[config.mk]
export PLATFORM = sky130hd
export DESIGN_NAME = serial_adder_core
export DESIGN_NICKNAME = d
export VERILOG_FILES = /design/src/rtl/serial_adder_core.sv
export SDC_FILE = /design/constraint.sdc
export NUM_CORES = 1
export LEC_CHECK = 0
export ABC_AREA = 1
export CAP_MARGIN = 20
export CORE_MARGIN = 1.5
export CORE_UTILIZATION = 40
export DETAILED_ROUTE_END_ITERATION = 10
export PLACE_DENSITY_LB_ADDON = 0.05
export SETUP_SLACK_MARGIN = 0.15
export SLEW_MARGIN = 20
export SYNTH_ARGS = -nofsm -noshare
export SYNTH_HDL_FRONTEND = slang
export SYNTH_SLANG_ARGS = --single-unit
[constraint.sdc]
create_clock -name CLK_IN -period 2.8 [get_ports CLK_IN]
set_input_delay 0.84 -clock CLK_IN [delete_from_list [all_inputs] [get_ports CLK_IN]]
set_output_delay 0.84 -clock CLK_IN [all_outputs]
set_load 0.01 [all_outputs]
[src/rtl/serial_adder_core.sv]
// serial_adder_core
//   Bit-serial WIDTH-bit adder. Operands are parallel-loaded on an accepted
//   START. The block then adds one bit per clock, LSB first, using a single
//   full adder and a carry flop. It presents SUM/COUT/OVF together with a
//   one-cycle DONE pulse, and streams each sum bit as it is produced.
//
//   Clocking: CLK_IN is the divided clock from the clock divider stage.
//   Reset:    RST is synchronous and active-high, and has priority over all other inputs.
//
//   Ports:
//     CLK_IN       in   block clock; all logic on the rising edge
//     RST          in   synchronous active-high reset
//     START        in   request an addition; accepted only in IDLE
//     A, B         in   operands [WIDTH-1:0]; sampled on the accepting edge
//     CIN          in   carry-in; sampled on the accepting edge
//     SUB          in   (only with SERIAL_ADDER_SUB_EN) 1 selects A-B
//     BUSY         out  high in SHIFT
//     DONE         out  one-cycle pulse; SUM/COUT/OVF valid
//     SUM          out  registered result, held until the next result
//     COUT         out  final carry-out
//     OVF          out  signed overflow (carry into MSB xor carry out)
//     SUM_BIT      out  sum bit produced in the current SHIFT cycle
//     SUM_BIT_VLD  out  equals BUSY
//
//   Optional feature macro: SERIAL_ADDER_SUB_EN (adds the SUB port).
//
//   state   | meaning
//   --------+-----------------------------------------------
//   IDLE    | waiting for START, last result held
//   SHIFT   | one bit per cycle through the full adder
//   DONE    | result just latched, DONE pulse for one cycle

module serial_adder_core #(
    parameter int WIDTH = 8,
    parameter int CNT_W = 5
) (
    input  logic             CLK_IN,
    input  logic             RST,
    input  logic             START,
    input  logic [WIDTH-1:0] A,
    input  logic [WIDTH-1:0] B,
    input  logic             CIN,
`ifdef SERIAL_ADDER_SUB_EN
    input  logic             SUB,
`endif
    output logic             BUSY,
    output logic             DONE,
    output logic [WIDTH-1:0] SUM,
    output logic             COUT,
    output logic             OVF,
    output logic             SUM_BIT,
    output logic             SUM_BIT_VLD
);

    typedef enum logic [1:0] {
        ST_IDLE  = 2'd0,
        ST_SHIFT = 2'd1,
        ST_DONE  = 2'd2
    } state_t;

    localparam logic [CNT_W-1:0] LAST_CNT = CNT_W'(WIDTH - 1);

    state_t           state_q, state_d;
    logic [WIDTH-1:0] a_q, a_d;
    logic [WIDTH-1:0] b_q, b_d;
    logic [WIDTH-1:0] res_q, res_d;
    logic             carry_q, carry_d;
    logic [CNT_W-1:0] cnt_q, cnt_d;
    logic [WIDTH-1:0] sum_q, sum_d;
    logic             cout_q, cout_d;
    logic             ovf_q, ovf_d;

    logic             fa_sum;
    logic             fa_carry;
    logic [WIDTH-1:0] b_load;
    logic             cin_load;

`ifdef SERIAL_ADDER_SUB_EN
    // Subtraction: A + ~B + 1. CIN is ignored in this mode.
    assign b_load   = SUB ? ~B : B;
    assign cin_load = SUB ? 1'b1 : CIN;
`else
    assign b_load   = B;
    assign cin_load = CIN;
`endif

    assign fa_sum   = a_q[0] ^ b_q[0] ^ carry_q;
    assign fa_carry = (a_q[0] & b_q[0]) | (a_q[0] & carry_q) | (b_q[0] & carry_q);

    always_comb begin
        state_d = state_q;
        a_d     = a_q;
        b_d     = b_q;
        res_d   = res_q;
        carry_d = carry_q;
        cnt_d   = cnt_q;
        sum_d   = sum_q;
        cout_d  = cout_q;
        ovf_d   = ovf_q;

        case (state_q)
            ST_IDLE: begin
                if (START) begin
                    a_d     = A;
                    b_d     = b_load;
                    carry_d = cin_load;
                    cnt_d   = '0;
                    res_d   = '0;
                    state_d = ST_SHIFT;
                end
            end
            ST_SHIFT: begin
                res_d   = {fa_sum, res_q[WIDTH-1:1]};
                a_d     = a_q >> 1;
                b_d     = b_q >> 1;
                carry_d = fa_carry;
                cnt_d   = cnt_q + 1'b1;
                if (cnt_q == LAST_CNT) begin
                    sum_d   = {fa_sum, res_q[WIDTH-1:1]};
                    cout_d  = fa_carry;
                    // carry_q is the carry into the MSB on this last step
                    ovf_d   = carry_q ^ fa_carry;
                    state_d = ST_DONE;
                end
            end
            ST_DONE: begin
                state_d = ST_IDLE;
            end
            default: begin
                state_d = ST_IDLE;
            end
        endcase
    end

    always_ff @(posedge CLK_IN) begin
        if (RST) begin
            state_q <= ST_IDLE;
            a_q     <= '0;
            b_q     <= '0;
            res_q   <= '0;
            carry_q <= 1'b0;
            cnt_q   <= '0;
            sum_q   <= '0;
            cout_q  <= 1'b0;
            ovf_q   <= 1'b0;
        end else begin
            state_q <= state_d;
            a_q     <= a_d;
            b_q     <= b_d;
            res_q   <= res_d;
            carry_q <= carry_d;
            cnt_q   <= cnt_d;
            sum_q   <= sum_d;
            cout_q  <= cout_d;
            ovf_q   <= ovf_d;
        end
    end

    assign BUSY        = (state_q == ST_SHIFT);
    assign DONE        = (state_q == ST_DONE);
    assign SUM         = sum_q;
    assign COUT        = cout_q;
    assign OVF         = ovf_q;
    assign SUM_BIT_VLD = BUSY;
    assign SUM_BIT     = fa_sum & BUSY;

endmodule

==> results.cfg, run 1 <==
[clock_network]
clk_latency_ns = 0.30
numCtsBuffers = 5
clockRootBuffer = clkbuf_8
cts.sinks = 41
ctsLongestPathBuffers = 2
postCtsResizedCells = 1
cts_tree = yes
cts.reportedPaths.clkPinSlew_ns = 0.08
htreeDepth = 2
cts_hold_buf = 0
post_cts_buffers = 0

[yosys]
synthXorXnorAreaFrac_pct = 0
syn-instance-count = 303
synth_adder_area_share_pct = 1.67
yosys_most_used_dff = dfxtp_1
synth_top_family_by_area = simple AND/OR/NAND/NOR gates
yosys-top-cells-area = dfxtp_1, nand2_1, nand3_1
synth_top_area_share_pct = 42.1
synthMuxAreaShare_pct = 0
synthSimpleGateAreaFrac_pct = 37.9
yosysMostFrequentCell = nand2_1
ys_ff_latch = 41
synth_common_cells = nand2_1, inv_1, nor2_1
synth_compound_area_share_pct = 4.11
synth.distinct_cells = 19
ys.warnings.count = 0
syn-cell-area_sq_um = 1950
synth_nets = 325
yosysTopAreaCell = dfxtp_1
synth_edf_count = 0
async_flop_share_pct = 0
avgSynthCellArea_sq_um = 6.43
yosysSeqAreaShare_pct = 42.1

[placement]
globalplace.congestion = 0.740
placed_area_sq_um = 2310
place_ws_ns = 0.428
portBuffers = 33
dp_cells = 381
hpwlAfterDp_microns = 2780

[setup_path]
r2r-end = SUM[0]$_SDFFE_PP0P_
worst-setup-path-type = flip-flop to output pin
r2r_slack_ns = 1.07
r2r_cells = 6
end_kind = output pin
r2r_start = state_q[0]$_SDFFE_PP0P_
cp-start-kind = flip-flop
cp.arrival_ns = 1.60
cp.required_ns = 1.96
cp_max_fo = 6
crit_path_start = state_q[0]$_SDFFE_PP0P_

[worst_hold_path]
hold_depth = 2
hold_start = res_q[1]$_SDFFE_PP0P_
hold_path_end = res_q[1]$_SDFFE_PP0P_
hold_class = flip-flop to flip-flop

[timing]
relSlewSlack_pct = 58.3
report.final.setup_viol = 0
holdWs_ns = 0.489
final_max_slew_viol_count = 0
max_freq_mhz = 410
rsz0062_at_grt = no
skew_ns = 0.00984
fin_setup_tns_ns = 0
period_needed_ns = 2.44
hold_viol = 0
setup_slack_ns = 0.361
finalCritPeriodShare_pct = 87.1
tightest_slew_ns = 0.625

[global_routing]
antenna_found_initial = 0
grt-ovfl-total = 0
grt_pass1_vias = 1700
gr-usage-all-layers_pct = 18.6
grt_max_degree = 23
grt_pass1_wl_microns = 7470

[finish]
area_delta_synth_final_pct = 23.7
post-route-util_pct = 51.4
fillers = 506
fin_cells = 389
antenna_cells = 0
nNetsFinal = 356
drive_above_1_share_pct = 6.27
ff_latch_area_sq_um = 821
multi_input_comb_area_sq_um = 851
design_area_sq_um = 2410

[run]
maxCapViolCount = 0

[power_and_ir_drop]
power_mw = 1.20
powerDensity_nw_per_um2 = 499
max-vdd-ir-drop_mv = 0.299
leakagePower_nw = 1.09

[die]
rows = 25
dieArea_sq_um = 5300
initial_core_util_pct = 41.5
fp.dieH_microns = 72.8
io_pins = 34
die_w_microns = 72.8
core_sq_um = 4690

[route]
first_pass_iters = 5
vias = 1824
viasPerCell = 4.69
wl_microns = 4250
drt-initial-drc-count = 100
drc = 0
antenna_left = 0
wl_per_cell_microns = 10.9

[run_status]
status = finished, final reports clean
cells by family after synthesis:
group / after synthesis
AO/OA/AOI/OAI: 16
adder cells (fa/ha/maj): 2
buffers and inverters: 67
flip-flops: 41
AND/OR/NAND/NOR: 177
state kept, by name (all words and copies together), names as in the netlist:
| signal | count |
|---|---|
| SUM | 8 |
| a_q | 8 |
| b_q | 8 |
| res_q | 7 |
| cnt_q | 5 |
| state_q | 2 |
| COUT | 1 |
| OVF | 1 |
| carry_q | 1 |
per-layer routing:
metal	up-vias	track usage [%]	routed length (microns)
met3	4	4.97	152
met2	29	32.3	2060
li1	978	-	-
met4	0	7.76	48
met5	-	0	0
met1	813	21.6	1980
cells in the final DEF, fill, tap and decap left out, drive strengths merged, types with 3 or more instances in the layout:
master / instances
nand2: 78
inv: 51
nor2: 51
nand3: 47
dfxtp: 41
clkdlybuf4s50: 32
a21oi: 13
clkbuf: 7
buf: 6
o21ai: 3
layout make-up:
cell class | count | share of cell area, %
Clock buffer | 7 | 4.00
Clock inverter | 1 | 0.208
Timing Repair Buffer | 39 | 15.5
Sequential cell | 41 | 34.1
Tap cell | 54 | 2.80
Inverter | 52 | 8.10
Multi-Input combinational cell | 195 | 35.3
worst max-delay path by stage:
stage / to / slack [ns] / depth (start not counted)
6_report: SUM_BIT_VLD / 0.36 / 3
5_1_grt: BUSY / 0.27 / 3
4_1_cts: SUM_BIT_VLD / 0.32 / 3
3_5_place_dp: SUM_BIT / 0.43 / 4
3_3_place_gp: SUM_BIT / 0.44 / 4
2_1_floorplan: SUM_BIT / 0.96 / 3
where the power goes:
part / internal [mW] / switching [mW]
clock: 0.223 / 0.212
combinational: 0.0649 / 0.0872
sequential: 0.602 / 0.0124
total: 0.890 / 0.312
critical path: stages (launching register included):
cell and delay [ns]:
dfxtp_1 0.42, inv_2 0.05, nor2_2 0.24, clkdlybuf4s50_1 0.60
Power figures use the tool's default switching activity.
==> run 2, diff against run 1 <==
--- a/config.mk
+++ b/config.mk
@@ -10,6 +10,7 @@
 export CORE_MARGIN = 1.5
 export CORE_UTILIZATION = 40
 export DETAILED_ROUTE_END_ITERATION = 10
+export HOLD_SLACK_MARGIN = 0.08
 export PLACE_DENSITY_LB_ADDON = 0.05
 export SETUP_SLACK_MARGIN = 0.15
 export SLEW_MARGIN = 20
==> results of run 2 <==
No change in the layout: final DEF, timing and power equal those of run 1.
